[config.mk]
export PLATFORM = sky130hd
export DESIGN_NAME = decode_stage_pipe_flat
export DESIGN_NICKNAME = d
export VERILOG_FILES = /design/src/rtl/decode_stage_pipe_if.sv /design/src/rtl/decode_stage_pipe.sv /design/src/flat_wrapper.sv
export SDC_FILE = /design/constraint.sdc
export NUM_CORES = 1
export LEC_CHECK = 0
export CORE_MARGIN = 2
export CORE_UTILIZATION = 25
export DETAILED_ROUTE_END_ITERATION = 16
export PLACE_DENSITY = 0.38
export SYNTH_ARGS = -nofsm -noshare
export SYNTH_HDL_FRONTEND = slang
export SYNTH_SLANG_ARGS = --single-unit
[constraint.sdc]
create_clock -name clk -period 2.2 [get_ports clk]
set_input_delay 0.33 -clock clk [delete_from_list [all_inputs] [get_ports clk]]
set_output_delay 0.33 -clock clk [all_outputs]
set_load 0.05 [all_outputs]
[src/rtl/decode_stage_pipe_if.sv]
// Fetch-to-execute handshake bundle for the decode stage.
// The slave side is the decode stage; the master side is the surrounding fetch/execute logic.
interface decode_stage_pipe_if #(
    parameter int XLEN = 32,
    parameter int RIDW = 3
);
    logic            in_valid;
    logic            in_ready;
    logic [31:0]     inst;
    logic            out_valid;
    logic            out_ready;
    logic [XLEN-1:0] out_r1;
    logic [XLEN-1:0] out_r2;
    logic [XLEN-1:0] out_imm;
    logic [RIDW-1:0] out_rd;
    logic [3:0]      out_ex;
    logic [2:0]      out_mem;
    logic [1:0]      out_wb;

    modport master (
        output in_valid, inst, out_ready,
        input  in_ready, out_valid, out_r1, out_r2, out_imm, out_rd, out_ex, out_mem, out_wb
    );

    modport slave (
        input  in_valid, inst, out_ready,
        output in_ready, out_valid, out_r1, out_r2, out_imm, out_rd, out_ex, out_mem, out_wb
    );
endinterface

[src/rtl/decode_stage_pipe.sv]
// Registered instruction-decode stage: register file with write-back bypass,
// opcode decode, immediate sign extension, load-use stall, flush and an ID/EX register.
module decode_stage_pipe #(
    parameter int XLEN      = 32,
    parameter int NREG      = 8,
    parameter int RIDW      = 3,
    parameter int RS1_LSB   = 16,
    parameter int RS2_LSB   = 13,
    parameter int RD_LSB    = 19,
    parameter int REG0_ZERO = 0
) (
    input  logic                 clk,
    input  logic                 rst_n,
    decode_stage_pipe_if.slave   bus,
    input  logic                 wb_en,
    input  logic [RIDW-1:0]      wb_rd,
    input  logic [XLEN-1:0]      wb_data,
    input  logic                 hz_load,
    input  logic [RIDW-1:0]      hz_rd,
    input  logic                 flush
);

    // ctrl: [10] rs2 from rd field, [9] 22-bit immediate, [8:5] ex, [4:2] mem, [1:0] wb
    function automatic logic [10:0] alu_control(input logic [5:0] op);
        logic [10:0] c;
        case (op)
            6'h00:   c = {1'b0, 1'b0, 4'h0, 3'b000, 2'b10}; // reg-reg alu
            6'h01:   c = {1'b0, 1'b0, 4'h1, 3'b000, 2'b10}; // alu immediate
            6'h02:   c = {1'b0, 1'b0, 4'h2, 3'b010, 2'b11}; // load
            6'h03:   c = {1'b1, 1'b0, 4'h2, 3'b001, 2'b00}; // store
            6'h04:   c = {1'b0, 1'b1, 4'h4, 3'b000, 2'b10}; // long immediate
            6'h05:   c = {1'b1, 1'b1, 4'h5, 3'b100, 2'b00}; // branch
            default: c = '0;
        endcase
        return c;
    endfunction

    logic [XLEN-1:0] r_regs [NREG];
    logic            r_valid;
    logic [XLEN-1:0] r_r1;
    logic [XLEN-1:0] r_r2;
    logic [XLEN-1:0] r_imm;
    logic [RIDW-1:0] r_rd;
    logic [3:0]      r_ex;
    logic [2:0]      r_mem;
    logic [1:0]      r_wb;

    logic [10:0]     w_ctrl;
    logic [RIDW-1:0] w_rs1;
    logic [RIDW-1:0] w_rs2;
    logic [RIDW-1:0] w_rd;
    logic [XLEN-1:0] w_r1;
    logic [XLEN-1:0] w_r2;
    logic [XLEN-1:0] w_imm;
    logic            w_hz_match;
    logic            w_in_ready;
    logic            w_accept;
    logic            w_wr_ok;
    logic            w_unused_bits;

    assign w_ctrl = alu_control(bus.inst[27:22]);
    assign w_rs1  = bus.inst[RS1_LSB +: RIDW];
    assign w_rd   = bus.inst[RD_LSB +: RIDW];
    assign w_rs2  = w_ctrl[10] ? w_rd : bus.inst[RS2_LSB +: RIDW];
    assign w_imm  = w_ctrl[9] ? XLEN'($signed(bus.inst[21:0])) : XLEN'($signed(bus.inst[15:0]));

    assign w_r1 = ((REG0_ZERO != 0) && (w_rs1 == '0)) ? '0 :
                  (wb_en && (wb_rd == w_rs1))          ? wb_data : r_regs[w_rs1];
    assign w_r2 = ((REG0_ZERO != 0) && (w_rs2 == '0)) ? '0 :
                  (wb_en && (wb_rd == w_rs2))          ? wb_data : r_regs[w_rs2];

    // in_valid is left out of the stall term so in_ready never depends on it;
    // when no instruction is offered the ready value has no effect.
    assign w_hz_match = hz_load && ((hz_rd == w_rs1) || (hz_rd == w_rs2));
    assign w_in_ready = flush || ((!r_valid || bus.out_ready) && !w_hz_match);
    assign w_accept   = bus.in_valid && w_in_ready && !flush;
    assign w_wr_ok    = wb_en && !((REG0_ZERO != 0) && (wb_rd == '0));

    assign w_unused_bits = ^bus.inst[31:28];

    always_ff @(posedge clk or negedge rst_n) begin
        if (!rst_n) begin
            for (int i = 0; i < NREG; i++) r_regs[i] <= '0;
        end else if (w_wr_ok) begin
            r_regs[wb_rd] <= wb_data;
        end
    end

    always_ff @(posedge clk or negedge rst_n) begin
        if (!rst_n) begin
            r_valid <= 1'b0;
            r_r1    <= '0;
            r_r2    <= '0;
            r_imm   <= '0;
            r_rd    <= '0;
            r_ex    <= '0;
            r_mem   <= '0;
            r_wb    <= '0;
        end else if (flush) begin
            r_valid <= 1'b0;
        end else if (w_accept) begin
            r_valid <= 1'b1;
            r_r1    <= w_r1;
            r_r2    <= w_r2;
            r_imm   <= w_imm;
            r_rd    <= w_rd;
            r_ex    <= w_ctrl[8:5];
            r_mem   <= w_ctrl[4:2];
            r_wb    <= w_ctrl[1:0];
        end else if (bus.out_ready) begin
            // consumed downstream or bubble inserted behind a load-use stall
            r_valid <= 1'b0;
        end
    end

    assign bus.in_ready  = w_in_ready;
    assign bus.out_valid = r_valid;
    assign bus.out_r1    = r_r1;
    assign bus.out_r2    = r_r2;
    assign bus.out_imm   = r_imm;
    assign bus.out_rd    = r_rd;
    assign bus.out_ex    = r_ex;
    assign bus.out_mem   = r_mem;
    assign bus.out_wb    = r_wb;

endmodule

[src/flat_wrapper.sv]
// flat-port wrapper written by rule: the top's interface ports become plain ports
module decode_stage_pipe_flat 
#(
    parameter int XLEN      = 32,
    parameter int NREG      = 8,
    parameter int RIDW      = 3,
    parameter int RS1_LSB   = 16,
    parameter int RS2_LSB   = 13,
    parameter int RD_LSB    = 19,
    parameter int REG0_ZERO = 0
)
  (clk, rst_n, wb_en, wb_rd, wb_data, hz_load, hz_rd, flush, bus_in_valid, bus_inst, bus_out_ready, bus_in_ready, bus_out_valid, bus_out_r1, bus_out_r2, bus_out_imm, bus_out_rd, bus_out_ex, bus_out_mem, bus_out_wb);
  decode_stage_pipe_if #(.XLEN(XLEN), .RIDW(RIDW)) bus_i ();
  input  logic clk;
  input  logic rst_n;
  input  logic wb_en;
  input  logic [RIDW-1:0] wb_rd;
  input  logic [XLEN-1:0] wb_data;
  input  logic hz_load;
  input  logic [RIDW-1:0] hz_rd;
  input  logic flush;
  input wire logic [$bits(bus_i.in_valid)-1:0] bus_in_valid;
  input wire logic [$bits(bus_i.inst)-1:0] bus_inst;
  input wire logic [$bits(bus_i.out_ready)-1:0] bus_out_ready;
  output wire logic [$bits(bus_i.in_ready)-1:0] bus_in_ready;
  output wire logic [$bits(bus_i.out_valid)-1:0] bus_out_valid;
  output wire logic [$bits(bus_i.out_r1)-1:0] bus_out_r1;
  output wire logic [$bits(bus_i.out_r2)-1:0] bus_out_r2;
  output wire logic [$bits(bus_i.out_imm)-1:0] bus_out_imm;
  output wire logic [$bits(bus_i.out_rd)-1:0] bus_out_rd;
  output wire logic [$bits(bus_i.out_ex)-1:0] bus_out_ex;
  output wire logic [$bits(bus_i.out_mem)-1:0] bus_out_mem;
  output wire logic [$bits(bus_i.out_wb)-1:0] bus_out_wb;
  assign bus_i.in_valid = bus_in_valid;
  assign bus_i.inst = bus_inst;
  assign bus_i.out_ready = bus_out_ready;
  assign bus_in_ready = bus_i.in_ready;
  assign bus_out_valid = bus_i.out_valid;
  assign bus_out_r1 = bus_i.out_r1;
  assign bus_out_r2 = bus_i.out_r2;
  assign bus_out_imm = bus_i.out_imm;
  assign bus_out_rd = bus_i.out_rd;
  assign bus_out_ex = bus_i.out_ex;
  assign bus_out_mem = bus_i.out_mem;
  assign bus_out_wb = bus_i.out_wb;
  decode_stage_pipe #(.XLEN(XLEN), .NREG(NREG), .RIDW(RIDW), .RS1_LSB(RS1_LSB), .RS2_LSB(RS2_LSB), .RD_LSB(RD_LSB), .REG0_ZERO(REG0_ZERO)) u_core (.clk(clk), .rst_n(rst_n), .bus(bus_i), .wb_en(wb_en), .wb_rd(wb_rd), .wb_data(wb_data), .hz_load(hz_load), .hz_rd(hz_rd), .flush(flush));
endmodule
Yosys cells after proc, flatten, opt, wreduce, memory -nomap -nowiden
Cells that the tools add are included.
- input bits: 77
- word-level logic and storage cells: 66
- bits in registers: 365
- reduce and logical (&&, ||, !) cells: 16
- bitwise logic cells: 4
- equal/unequal tests: 9
- order comparisons: 4
- mux-type cells: 17
- operators with widths (operator ; count):
    bitwise mux 256 bit ; 1
    2-to-1 mux 32 bit ; 8
    binary-select mux 32 bit (select 3 bit) ; 2
    demux 32 bit (select 3 bit) ; 1
    case mux 11 bit (6 select lines) ; 1
    == test 3 bit ; 4
    == test 6 x 2 -> 1 bit, second input constant ; 2
    == test 6 x 3 -> 1 bit, second input constant ; 2
    greater-or-equal comparator 4 bit, second input constant ; 3
    inverter 3 -> 4 bit ; 3
    logical AND 1 bit ; 7
    == test 6 x 1 -> 1 bit, second input constant ; 1
    zero test 6 bit ; 1
    < comparator 4 x 1 -> 1 bit, second input constant ; 1
    zero test 1 bit ; 3
    logical OR 1 bit ; 3
    2-to-1 mux 1 bit ; 3
    2-to-1 mux 3 bit ; 1
    nonzero test 3 bit ; 1
    AND reduction 2 bit ; 1
    inverter 1 bit ; 1

Logic depth before layout (Yosys ltp)
- depth in word-level cells: 13
- mapped depth: 9
- depth with buffers taken out: 6

Least setup slack after synthesis
OpenSTA, ideal clock, no wires.
- path kind: input-to-reg
- start: in bus_inst[25]
- end: reg u_core.r_r1[10], in the netlist u_core.bus.out_r1[10]
- arrival: 2.386 ns
- stages on the path: 9
- buffers on the path: 3
- path slack: -0.314 ns
- cell sequence: or4b_1 buf_2 nor4_1 a32oi_1 o211ai_2 and2_1 buf_4 buf_6 mux2_1
- longest elaborated chain between the ends: 12
- elaborated cells on any way between the ends: 17
- those cells by class: 6 x eq/ne; 2 x mux; 9 x reduce/logical
- RTL lines (item ; RTL line ; RTL):
    from (decl) ; flat_wrapper.sv:23 ; input wire logic [$bits(bus_i.inst)-1:0] bus_inst;
    == test 6 x 3 -> 1 bit, or another cell as far along ; decode_stage_pipe.sv:26 ; case (op)
    case mux 11 bit (6 select lines) * ; decode_stage_pipe.sv:26 ;
    2-to-1 mux 3 bit * ; decode_stage_pipe.sv:64 ; assign w_rs2 = w_ctrl[10] ? w_rd : bus.inst[RS2_LSB +: RIDW];
    == test 3 bit * ; decode_stage_pipe.sv:74 ; assign w_hz_match = hz_load && ((hz_rd == w_rs1) || (hz_rd == w_rs2));
    logical OR 1 bit * ; decode_stage_pipe.sv:74 ;
    logical AND 1 bit * ; decode_stage_pipe.sv:74 ;
    zero test 1 bit * ; decode_stage_pipe.sv:75 ; assign w_in_ready = flush || ((!r_valid || bus.out_ready) && !w_hz_match);
    logical AND 1 bit * ; decode_stage_pipe.sv:75 ;
    logical OR 1 bit * ; decode_stage_pipe.sv:75 ;
    logical AND 1 bit * (2 in series) ; decode_stage_pipe.sv:76 ; assign w_accept = bus.in_valid && w_in_ready && !flush;
    AND reduction 2 bit (no line) * ; n/a ;
    to (signal assigned) ; decode_stage_pipe.sv:103 ; r_r1 <= w_r1;
    to (decl) ; decode_stage_pipe.sv:40 ; logic [XLEN-1:0] r_r1;
Every way passes the cells marked *; elsewhere a longest branch is shown, timed or not.
A chain may end at the register's enable or synchronous reset.

Final worst setup path
- start: in bus_inst[25]
- end: out bus_in_ready
- longest elaborated chain between the ends: 9
- elaborated cells on any way between the ends: 14
- those cells by class: 6 x eq/ne; 2 x mux; 6 x reduce/logical
- RTL lines (item ; RTL line ; RTL):
    == test 6 x 3 -> 1 bit, or another cell as far along ; decode_stage_pipe.sv:26 ;
    case mux 11 bit (6 select lines) * ; decode_stage_pipe.sv:26 ;
    2-to-1 mux 3 bit * ; decode_stage_pipe.sv:64 ;
    == test 3 bit * ; decode_stage_pipe.sv:74 ;
    logical OR 1 bit * ; decode_stage_pipe.sv:74 ;
    logical AND 1 bit * ; decode_stage_pipe.sv:74 ;
    zero test 1 bit * ; decode_stage_pipe.sv:75 ;
    logical AND 1 bit * ; decode_stage_pipe.sv:75 ;
    logical OR 1 bit * ; decode_stage_pipe.sv:75 ;
    to (decl) ; flat_wrapper.sv:25 ; output wire logic [$bits(bus_i.in_ready)-1:0] bus_in_ready;
Marked as above.

==> metrics.md <==
| Metric | Value |
|---|---|
| Hpwl dp | `49600 um` |
| Share of layout cells above drive strength 1 | `26.3%` |
| Root buffer cell | `clkbuf_16` |
| Multiplexer share of the synthesized area | `22.4%` |
| Yosys reg bits | `353` |
| Critical path data required time | `1870 ps` |
| Largest family of logic cells by synthesized area | `multiplexers` |
| Buffers on Ports | `181` |
| Max-slew violation count | `0` |
| Clk sinks | `353` |
| Hold Fails Final Rpt | `0` |
| Clock tree from TritonCTS | `done` |
| Share of the synthesized area in the top cell type | `44.3%` |
| Worst Hold Slack | `107 ps` |
| Max-cap violations | `0` |
| Critical path class | `in -> out` |
| DRC errors left | `0` |
| Area grow syn2layout | `35.7%` |
| XOR/XNOR Fraction of Synth Area | `0.439%` |
| Synth Flop Type | `dfrtp_1` |
| Nets | `2233` |
| Post-route cell area | `0.0271 mm2` |
| Initial Utilization | `25.2%` |
| Final GP Congestion | `0.773` |
| Register Area | `0.00883 mm2` |
| Hold crit path type | `in -> reg` |
| Worst min-delay path endpoint | `u_core.bus.out_valid` |
| Endpoint type of the worst setup path | `output pin` |
| Min-delay src | `flush` |
| Drt initial violations | `1147` |
| Slew @ Worst Pin | `660 ps` |
| Synth Net Count | `1986` |
| Pin count of the biggest net entering global routing | `90` |
| Multi-input gate area | `0.0106 mm2` |
| Post-Synth Simple-Gate Area | `10.1%` |
| Post-synth EDFFs | `0` |
| M1 wire length | `36800 um` |
| Hold path depth | `3` |
| Async SR Flop Fraction | `100%` |
| Place WS | `-873 ps` |
| Vias | `16805` |
| Via density | `5.19` |
| Initial antenna violation count | `1` |
| Syn Inst Count | `1909` |
| Reg2Reg Setup Slack | `20 ps` |
| Layout Skew | `18.4 ps` |
| Die width | `286 um` |
| Cell Area, Synth | `0.0199 mm2` |
| Met2 wire length | `35800 um` |
| CP Launch Type | `input pin` |
| Worst R2R Path Depth | `10` |
| Core area | `0.0790 mm2` |
| Outcome | `finished with violations` |
| Post-Place Cells | `3112` |
| Synth unique cells | `59` |
| Register area share after synthesis | `44.3%` |
| Worst Path Max Fanout | `2` |
| Wirelength, routed | `78600 um` |
| Final cell count without fillers | `3237` |
| Overall routing resource usage | `19.1%` |
| Yosys warning count | `0` |
| Num CTS Buffers | `46` |
| H-tree levels | `2` |
| Placed Area | `0.0245 mm2` |
| Drt pass-1 iters | `5` |
| Pwr/cell area | `951 mW/mm2` |
| Clk buf depth | `3` |
| Failing checks | `setup timing` |
| Max frequency | `408 MHz` |
| Setup violators final | `20` |
| Leak pwr | `11.5 nW` |
| Worst VDD drop | `0.477 mV` |
| Final ANT Viol Nets | `0` |
| Layout Utilization | `34.2%` |
| Die area | `0.0820 mm2` |
| Max-slew headroom | `56.0%` |
| First-pass GRT wire length | `118000 um` |
| Post-synthesis compound-gate area fraction | `17.7%` |
| Worst reg2reg startpoint | `u_core.bus.out_valid` |
| Mapped Avg Cell Area | `10.4 um2` |
| Dominant cell type by area after synthesis | `dfrtp_1` |
| Clock latency on the worst-skew pair | `590 ps` |
| Vias in the first global route | `17379` |
| Fin crit period | `2450 ps` |
| Global route overflow | `0` |
| Top-Level Pins | `187` |
| R2R Path End | `u_core.bus.out_r2[23]` |
| WL met3 | `4170 um` |
| RSZ-0062 raised after global routing | `true` |
| Final Worst Setup Slack | `-251 ps` |
| Die height | `286 um` |
| Final Cycle Share | `111%` |
| Top sig layer | `met4` |
| Crit path DAT | `2120 ps` |
| Fillers | `7802` |
| Largest cells by area after synthesis | `dfrtp_1 44%, mux2_2 8.9%, mux4_2 7.2%` |
| WL/cell | `24.3 um` |
| Adder-cell share of the synthesized area | `0.0502%` |
| Reg clk slew, reported paths | `60 ps` |
| Core Rows | `103` |
## metrics by stage
step / total power, mW / setup TNS, ps
after floorplan: 14.7 / -10060
after global placement: 17.9 / -105340
after detailed placement: 18.0 / -108790
after CTS: 26.1 / -21140
after global routing: 27.1 / -2260
final: 25.7 / -1440
## layout make-up
class	count	share of cell area, %
multi-input cells	1319	39.0
flip-flops and latches	353	32.7
repair buffers	397	17.6
clock buffers	71	5.01
well taps	1050	4.86
inverters	39	0.541
clock inverters	7	0.347
diodes	1	0.00925
## worst max-delay path by stage
stage	start	end	slack (ps)
finish	bus_inst[25]	bus_in_ready	-250
global route	bus_inst[25]	bus_in_ready	-290
CTS	bus_inst[27]	bus_in_ready	-360
detailed placement	bus_inst[25]	u_core.bus.out_r2[13]	-870
global placement	bus_inst[25]	u_core.bus.out_r2[13]	-900
floorplan	bus_inst[25]	u_core.bus.out_r1[12]	-180
## critical path, stage by stage
cell and delay (ps):
buf_6 90, or4b_4 580, nor4_4 210, a32oi_4 100, buf_6 150, o21a_1 210, o22a_1 270, buf_12 170
## cells by family (layout without fill, tap and decap cells)
family          Yosys count  count (layout)
buf+inv                 237             514
fa+ha+maj                 1               1
simple gates            443             443
other cells               1               2
flops                   353             353
compound gates          521             521
xor+xnor                 10              10
mux                     343             343
## synthesized netlist by cell type (2+ instances only)
library cell / number
a31oi_1: 9
o221ai_1: 33
mux4_2: 64
o22a_1: 33
a21oi_1: 101
buf_6: 3
or2_2: 2
mux2i_1: 97
or3_1: 4
a211o_1: 31
xnor2_1: 6
nand4_1: 2
a211oi_1: 95
a311oi_1: 64
inv_1: 39
and3_1: 31
nand2_1: 264
buf_2: 26
buf_1: 19
mux2_2: 158
nor2_1: 35
xor2_1: 4
nand3_1: 16
mux2_1: 24
buf_4: 14
nor2b_1: 4
clkbuf_1: 136
nand2b_1: 67
nor4_1: 3
a2111oi_0: 2
dfrtp_1: 353
o21ai_0: 139
nor3_1: 5
## metal layers
| layer | global-route usage (%) | up-vias |
|---|---|---|
| met5 | 0 | - |
| met4 | 4.70 | 0 |
| met2 | 30.2 | 494 |
| li1 | - | 7574 |
| met3 | 3.11 | 106 |
| met1 | 27.2 | 8631 |
## report_power, final
part,internal [mW],switching [mW],total [mW]
Clock,4.44,3.03,7.47
Sequential,8.05,1.32,9.37
Combinational,3.89,5.00,8.89
## state kept, by name (all words and copies together), names as in the netlist
register / flops
u_core.r_regs: 256
u_core.bus.out_r1: 32
u_core.bus.out_r2: 32
u_core.bus.out_imm: 22
u_core.bus.out_ex: 3
u_core.bus.out_rd: 3
u_core.bus.out_mem: 2
u_core.bus.out_wb: 2
u_core.bus.out_valid: 1
## layout by cell type (no fill, tap or decap), types with 7 or more instances in the layout
cell type        count
buf_4              111
nand2_1            263
clkbuf_16           48
buf_6               14
mux4_2              64
o21ai_0            137
buf_12              80
clkdlybuf4s50_1    140
inv_1               38
buf_16               8
dfrtp_1            353
mux2_1              15
a211o_1             31
clkbuf_8             9
o22a_1              33
clkbuf_1            15
mux2_4              11
and3_1              25
mux2i_1             94
a31oi_1              7
nand2b_1            66
a21oi_1             99
nand3_1             15
nor2_1              34
o221ai_1            32
dlygate4sd2_1       22
a211oi_1            95
mux2_2             156
a311oi_1            62
## repair_timing
| action | in CTS | in global routing |
|---|---|---|
| setup endpoints to repair | 114 | 99 |
| resized for setup | 111 | 37 |
| setup buffers | 37 | 7 |
| hold endpoints to repair | 34 | 0 |
| pin swaps | 18 | 26 |
| gates cloned | 13 | 1 |
| hold buffers | 1 | 0 |
No activity file was read; power rests on OpenSTA's default activity.
